### src/rtl/k051962_layer_mixer_pkg.sv
// Shared definitions for the K051962 layer mixer: layer tags, priority
// modes, PRI register bit positions and the opaque-flag bundle.
package k051962_layer_mixer_pkg;

  localparam int unsigned IDX_W = 12;
  localparam int unsigned TAG_W = 3;
  localparam int unsigned REG_W = 8;

  // Winner tags as seen by the palette RAM stage.
  typedef enum logic [TAG_W-1:0] {
    LAYER_BLANK    = 3'd0,
    LAYER_BACKDROP = 3'd1,
    LAYER_B        = 3'd2,
    LAYER_A        = 3'd3,
    LAYER_OBJ      = 3'd4,
    LAYER_FIX      = 3'd5
  } layer_t;

  // Priority orders below FIX (first = highest).
  typedef enum logic [1:0] {
    MODE_OBJ_A_B = 2'd0,
    MODE_A_OBJ_B = 2'd1,
    MODE_A_B_OBJ = 2'd2,
    MODE_OBJ_B_A = 2'd3
  } mode_t;

  localparam int unsigned PRI_MODE_LSB  = 0;
  localparam int unsigned PRI_SWAP_BIT  = 2;
  localparam int unsigned PRI_OBPRI_BIT = 3;
  localparam int unsigned PRI_FORCE_BIT = 7;

  typedef struct packed {
    logic fix;
    logic obj;
    logic a;
    logic b;
  } opaque_t;

endpackage

### src/rtl/k051962_mixer_prio.sv
// Combinational priority resolver: returns the tag of the highest-priority
// opaque layer, or LAYER_BACKDROP when nothing is opaque.
//   opaque : per-layer opaque flags
//   mode   : base priority order
//   swap   : exchange the roles of planes A and B
//   obpri  : OBJ drops directly below plane A (modes 0 and 3 only)
//   tag_c  : winning layer tag
module k051962_mixer_prio
  import k051962_layer_mixer_pkg::*;
(
  input  opaque_t opaque,
  input  mode_t   mode,
  input  logic    swap,
  input  logic    obpri,
  output layer_t  tag_c
);

  layer_t x_role;
  layer_t y_role;
  layer_t p0;
  layer_t p1;
  layer_t p2;

  function automatic logic is_opaque(input layer_t l, input opaque_t o);
    case (l)
      LAYER_A:   return o.a;
      LAYER_B:   return o.b;
      LAYER_OBJ: return o.obj;
      default:   return 1'b0;
    endcase
  endfunction

  // Build the three-slot order below FIX, then pick the first opaque slot.
  always_comb begin
    x_role = swap ? LAYER_B : LAYER_A;
    y_role = swap ? LAYER_A : LAYER_B;
    p0     = LAYER_OBJ;
    p1     = x_role;
    p2     = y_role;
    case (mode)
      MODE_OBJ_A_B: begin p0 = LAYER_OBJ; p1 = x_role;    p2 = y_role;    end
      MODE_A_OBJ_B: begin p0 = x_role;    p1 = LAYER_OBJ; p2 = y_role;    end
      MODE_A_B_OBJ: begin p0 = x_role;    p1 = y_role;    p2 = LAYER_OBJ; end
      MODE_OBJ_B_A: begin p0 = LAYER_OBJ; p1 = y_role;    p2 = x_role;    end
      default:      begin p0 = LAYER_OBJ; p1 = x_role;    p2 = y_role;    end
    endcase

    // OBJ is on top in these modes; re-insert it right under the real plane A.
    if (obpri && (mode == MODE_OBJ_A_B || mode == MODE_OBJ_B_A)) begin
      if (p1 == LAYER_A) begin
        p0 = LAYER_A;   p1 = LAYER_OBJ; p2 = LAYER_B;
      end else begin
        p0 = LAYER_B;   p1 = LAYER_A;   p2 = LAYER_OBJ;
      end
    end

    tag_c = LAYER_BACKDROP;
    if (opaque.fix)              tag_c = LAYER_FIX;
    else if (is_opaque(p0, opaque)) tag_c = p0;
    else if (is_opaque(p1, opaque)) tag_c = p1;
    else if (is_opaque(p2, opaque)) tag_c = p2;
  end

endmodule

### src/rtl/k051962_layer_mixer.sv
// K051962 layer mixer: picks one pixel per dot among FIX, A, B, OBJ and the
// backdrop using a CPU-programmed, double-buffered priority register.
//   clk_24M, RES           : clock, async active-high reset
//   ce_pix                 : dot enable (one clk_24M per pixel)
//   DSA/DSB/DFI/OB + flags : layer pixels and opaque flags
//   OB_PRI                 : per-sprite "behind plane A" attribute
//   NHBK/NVBK              : active-low blanking
//   PRI_WR/PRI_AB/PRI_DIN  : CPU write port (0 = PRI, 1 = BACKDROP)
//   PRI_DOUT               : combinational shadow readback
//   PAL_IDX/PAL_LAYER      : resolved palette index and winner tag
//   NBLK_OUT               : blank delayed to match the pixel pipeline
module k051962_layer_mixer
  import k051962_layer_mixer_pkg::*;
#(
  parameter int unsigned OBJ_W       = 12,
  parameter logic [2:0]  BLANK_LAYER = 3'd0
) (
  input  logic             clk_24M,
  input  logic             RES,
  input  logic             ce_pix,
  input  logic [11:0]      DSA,
  input  logic             NSAC,
  input  logic [11:0]      DSB,
  input  logic             NSBC,
  input  logic [7:0]       DFI,
  input  logic             NFIC,
  input  logic [OBJ_W-1:0] OB,
  input  logic             NOBC,
  input  logic             OB_PRI,
  input  logic             NHBK,
  input  logic             NVBK,
  input  logic             PRI_WR,
  input  logic             PRI_AB,
  input  logic [7:0]       PRI_DIN,
  output logic [7:0]       PRI_DOUT,
  output logic [11:0]      PAL_IDX,
  output logic [2:0]       PAL_LAYER,
  output logic             NBLK_OUT
);

  logic [REG_W-1:0] pri_sh, bd_sh, pri_act, bd_act;
  logic             nhbk_q;

  logic [11:0]      dsa_q, dsb_q;
  logic [7:0]       dfi_q;
  logic [OBJ_W-1:0] ob_q;
  logic             obpri_q;
  logic             blank_q;
  opaque_t          opaque_q;

  layer_t           win_c;
  logic [IDX_W-1:0] sel_idx_c;

  assign PRI_DOUT = PRI_AB ? bd_sh : pri_sh;

  // Shadow registers take CPU writes; active copies load at the start of
  // hblank. Same-edge write and load: load sees the pre-write shadow.
  always_ff @(posedge clk_24M or posedge RES) begin
    if (RES) begin
      pri_sh  <= '0;
      bd_sh   <= '0;
      pri_act <= '0;
      bd_act  <= '0;
      nhbk_q  <= 1'b0;
    end else begin
      if (PRI_WR) begin
        if (PRI_AB) bd_sh  <= PRI_DIN;
        else        pri_sh <= PRI_DIN;
      end
      if (ce_pix) begin
        nhbk_q <= NHBK;
        if (nhbk_q && !NHBK) begin
          pri_act <= pri_sh;
          bd_act  <= bd_sh;
        end
      end
    end
  end

  // Stage 1: capture pixel inputs and composite blank.
  always_ff @(posedge clk_24M or posedge RES) begin
    if (RES) begin
      dsa_q    <= '0;
      dsb_q    <= '0;
      dfi_q    <= '0;
      ob_q     <= '0;
      obpri_q  <= 1'b0;
      blank_q  <= 1'b0;
      opaque_q <= '0;
    end else if (ce_pix) begin
      dsa_q    <= DSA;
      dsb_q    <= DSB;
      dfi_q    <= DFI;
      ob_q     <= OB;
      obpri_q  <= OB_PRI;
      blank_q  <= ~(NHBK & NVBK);
      opaque_q <= '{fix: NFIC, obj: NOBC, a: NSAC, b: NSBC};
    end
  end

  k051962_mixer_prio u_prio (
    .opaque (opaque_q),
    .mode   (mode_t'(pri_act[PRI_MODE_LSB +: 2])),
    .swap   (pri_act[PRI_SWAP_BIT]),
    .obpri  (pri_act[PRI_OBPRI_BIT] & obpri_q),
    .tag_c  (win_c)
  );

  // Palette index of the winning layer.
  always_comb begin
    sel_idx_c = '0;
    case (win_c)
      LAYER_FIX: sel_idx_c = {4'h0, dfi_q};
      LAYER_A:   sel_idx_c = dsa_q;
      LAYER_B:   sel_idx_c = dsb_q;
      LAYER_OBJ: sel_idx_c = IDX_W'(ob_q);
      default:   sel_idx_c = '0;
    endcase
  end

  // Stage 2: blanking and forced backdrop override the resolver.
  always_ff @(posedge clk_24M or posedge RES) begin
    if (RES) begin
      PAL_IDX   <= '0;
      PAL_LAYER <= '0;
      NBLK_OUT  <= 1'b0;
    end else if (ce_pix) begin
      if (blank_q) begin
        PAL_IDX   <= '0;
        PAL_LAYER <= BLANK_LAYER;
        NBLK_OUT  <= 1'b0;
      end else begin
        NBLK_OUT <= 1'b1;
        if (pri_act[PRI_FORCE_BIT] || win_c == LAYER_BACKDROP) begin
          PAL_IDX   <= {bd_act, 4'h0};
          PAL_LAYER <= LAYER_BACKDROP;
        end else begin
          PAL_IDX   <= sel_idx_c;
          PAL_LAYER <= win_c;
        end
      end
    end
  end

endmodule

### config.mk
export PLATFORM = sky130hd
export DESIGN_NAME = k051962_layer_mixer
export DESIGN_NICKNAME = d
export VERILOG_FILES = /design/src/rtl/k051962_layer_mixer_pkg.sv /design/src/rtl/k051962_mixer_prio.sv /design/src/rtl/k051962_layer_mixer.sv
export SDC_FILE = /design/constraint.sdc
export NUM_CORES = 1
export LEC_CHECK = 0
export CAP_MARGIN = 30
export CORE_MARGIN = 2
export CORE_UTILIZATION = 47
export DETAILED_ROUTE_END_ITERATION = 12
export PLACE_DENSITY = 0.76
export SLEW_MARGIN = 30
export SYNTH_ARGS = -nofsm -noshare
export SYNTH_HDL_FRONTEND = slang
export SYNTH_HIERARCHICAL = 1
export SYNTH_SLANG_ARGS = --single-unit
### constraint.sdc
create_clock -name clk_24M -period 3.1 [get_ports clk_24M]
set_input_delay 0.775 -clock clk_24M [delete_from_list [all_inputs] [get_ports clk_24M]]
set_output_delay 0.775 -clock clk_24M [all_outputs]
set_load 0.02 [all_outputs]
==> reports/qor.csv <==
stage,metric,value,unit
outcome,status,finished clean,
power_and_ir_drop,power.internal,2.68,mW
layout,multiInputGateArea,0.00227,mm2
cts,cts_inserted_buffers,9,
critical_path,crit_family,compound AO/OA/AOI/OAI gates,
synthesis,ys_types,49,
floorplanning,start_util,48.3,%
timing,slew_violations,0,
synthesis,synth_common_cells,"96 x dfrtp_1, 88 x mux2_2, 18 x nand3b_1",
synthesis,async_flop_share,100,%
synthesis,yosys.area_share.adder,1.06,%
floorplanning,coreArea,0.00977,mm2
synthesis,synth-seq-area-share,50.9,%
floorplanning,die_y,104,um
place,dp_hpwl,7710,um
power_and_ir_drop,p_leak,2.64,nW
global_route,globalRouteOverflowTotal,0,
timing,setup_tns,0,ps
power_and_ir_drop,finalPower,4.09,mW
timing,rsz0062_at_grt,true,
cts,cts_num_sinks,96,
synthesis,synthXorXnorAreaFrac,0.345,%
synthesis,syn_inst,372,
place,place.gp.congestion,0.835,
power_and_ir_drop,max-vdd-ir-drop,0.343,mV
critical_path,end_kind,flip-flop,
synthesis,synth-edff-count,0,
global_route,grt_usage,20.7,%
routing,antenna_left,0,
layout,drive_above_1_share,33.5,%
routing,avgRoutedWirePerCell,17.5,um
run,cap_violations,0,
layout,area_growth,32.0,%
synthesis,ys_ff_latch,96,
cts,htreeDepth,3,
synthesis,synthTopCellsByArea,"dfrtp_1 51%, mux2_2 21%, nand3b_1 2.9%, nor2b_1 2.3%, a211oi_1 1.9%",
floorplanning,die_area,0.0109,mm2
layout,fillerInstances,791,
global_route,grt_pass1_vias,3606,
cts,clk_pin_slew,100,ps
cts,hold_buffers,0,
synthesis,synth_top_family_by_area,multiplexers,
cts,cts_tree,done,
routing,first_pass_iters,5,
routing,wl,10700,um
synthesis,synth_top_cell_area_share,50.9,%
critical_path,critPathBufInv,1,
timing,setup_viol,0,
synthesis,avgSynthCellArea,12.7,um2
timing,fmax,333,MHz
power_and_ir_drop,pwr-share-comb,39.5,%
timing,fin_crit,3000,ps
floorplanning,io_pins,88,
synthesis,synthesis.area,0.00472,mm2
routing,vias,3364,
power_and_ir_drop,pwr-share-clk,21.9,%
timing,skew,21.4,ps
timing,setup_ws,101,ps
synthesis,synth_compound_area_share,10.3,%
critical_path,critPathArrivalTime,3270,ps
critical_path,critPathKind,flip-flop to flip-flop,
floorplanning,std_cell_rows,36,
timing,worst-slew-pin-transition,689,ps
cts,clockBufferDepth,2,
power_and_ir_drop,p_seq_share,38.7,%
global_route,grt_max_degree,97,
synthesis,muxShareOfSynthArea,22.7,%
timing,hold_viol,0,
critical_path,crit_slowest_cell,or4b_4,
cts,clock_latency,380,ps
layout,n_antenna_cell,0,
worst_hold_path,hp-class,flip-flop to flip-flop,
layout,nNetsFinal,544,
place,io_buffers,87,
synthesis,synthSimpleGateAreaFrac,11.6,%
power_and_ir_drop,power_density,657,mW/mm2
cts,root_buffer,clkbuf_8,
place,place_ws,-144,ps
critical_path,slowest_delay,540,ps
routing,drt-initial-drc-count,123,
global_route,grt_antenna_before_repair,0,
critical_path,crit_chain,ha_2 -> or2_4 -> a21oi_4 -> buf_6 -> mux2i_4 -> o221ai_2 -> o21ai_1 -> a21bo_2 -> xnor2_2 -> or4b_4 -> a211oi_1,
critical_path,path_max_fanout,5,
timing,fin_crit_sh,96.7,%
power_and_ir_drop,switchingPower,1.41,mW
routing,routed_via_density,5.48,
synthesis,yosys_warnings,6,
floorplanning,die_w,104,um
global_route,grt_pass1_wl,17900,um
routing,drc,0,
synthesis,synth_top_cell_by_area,dfrtp_1,
critical_path,cp-start-kind,flip-flop,
critical_path,critPathRequiredTime,3370,ps
timing,slew_headroom,54.0,%
synthesis,synth.most_common_cell,dfrtp_1,
power_and_ir_drop,p_sw_share,34.4,%
synthesis,syn_nets,440,
synthesis,synth_ff_type,dfrtp_1,
layout,seq_area,0.00240,mm2
==> layout make-up <==
class                   count  area share [%]
multi-input cells         241            36.4
clock inverters             7            1.53
inverters                  13           0.844
clock buffers               9            1.99
repair buffers            115            18.0
flip-flops and latches     96            38.6
well taps                 133            2.67
==> sequential cells by signal (all words and copies together) (netlist names), 5 cells and up <==
name / cells
PAL_IDX: 12
bd_act: 8
bd_sh: 8
dfi_q: 8
dsa_q: 12
dsb_q: 12
ob_q: 12
pri_act: 5
pri_sh: 8
==> final timing paths <==
check                                 from         end  slack [ps]  cells past startpoint
worst max-delay path            pri_act[1]  PAL_IDX[3]         100                     11
worst min-delay path               obpri_q     obpri_q         510                      1
worst max register to register  pri_act[1]  PAL_IDX[3]         100                     11
worst min register to register     obpri_q     obpri_q         510                      1
max in group asynchronous              RES  pri_act[1]        1800                      3
min in group asynchronous              RES     ob_q[8]         910                      3
==> layout by cell type (no fill, tap or decap), drive strengths merged, types with 3 or more instances in the layout <==
master,instances
inv,16
nand2b,8
dlymetal6s2s,8
a21oi,5
o21ai,6
nor2b,17
clkbuf,9
and3b,8
mux2i,8
a211oi,12
nand2,5
nand3b,18
mux2,88
buf,29
a221o,4
ha,4
and3,3
clkdlybuf4s50,78
o32ai,3
nor2,10
dfrtp,96
a2111oi,8
o2bb2ai,4
o211ai,3
a2111o,4
==> through the flow <==
stage / instance area [um2] / util, % / std cells / hold slack (ps)
floorplan: 4720 / - / 372 / 461
global placement: 5860 / 59.9 / 594 / 482
detailed placement: 5860 / 59.9 / 594 / 493
CTS: 6100 / 62.4 / 610 / 516
global route: 6230 / 63.7 / 614 / 535
finish: 6230 / 63.7 / 614 / 512
==> worst reg2reg max path, delay by kind of cell (launching register included) <==
kind / cells / cell delay (ps)
flops: 1 / 460
xor+xnor: 1 / 110
simple gates: 2 / 800
fa+ha+maj: 1 / 190
mux: 1 / 230
buf+inv: 1 / 140
compound gates: 5 / 970
==> cells by family after synthesis <==
| family | count (synthesis) |
|---|---|
| adders and majority gates | 4 |
| buffers and inverters | 35 |
| and+or+nand+nor | 81 |
| DFF | 96 |
| AOI/OAI and AO/OA | 59 |
| muxes | 96 |
| xor gates and xnor gates | 1 |
==> layer usage <==
layer	GRT usage (%)	vias up	part of all wire (%)
met5	0	-	0
met4	5.69	0	1.5
met3	5.58	17	4.6
met2	34.6	79	50
met1	26.5	1687	44
li1	-	1581	-
==> power groups by stage <==
| stage | Clock (mW) | Sequential [mW] | Combinational (mW) |
|---|---|---|---|
| after floorplan | 0 | 1.58 | 0.927 |
| after global placement | 0 | 1.59 | 1.44 |
| after detailed placement | 0 | 1.60 | 1.46 |
| after CTS | 0.924 | 1.58 | 1.50 |
| after global routing | 0.976 | 1.61 | 1.74 |
| final | 0.894 | 1.58 | 1.61 |
==> what timing repair did <==
action / in CTS / in global routing
pin swaps: 0 / 8
hold endpoints to repair: 0 / 0
endpoints found under the setup margin: 12 / 20
resized for setup: 8 / 30
buffers inserted: 0 / 4
(Power assumes the default switching activity.)
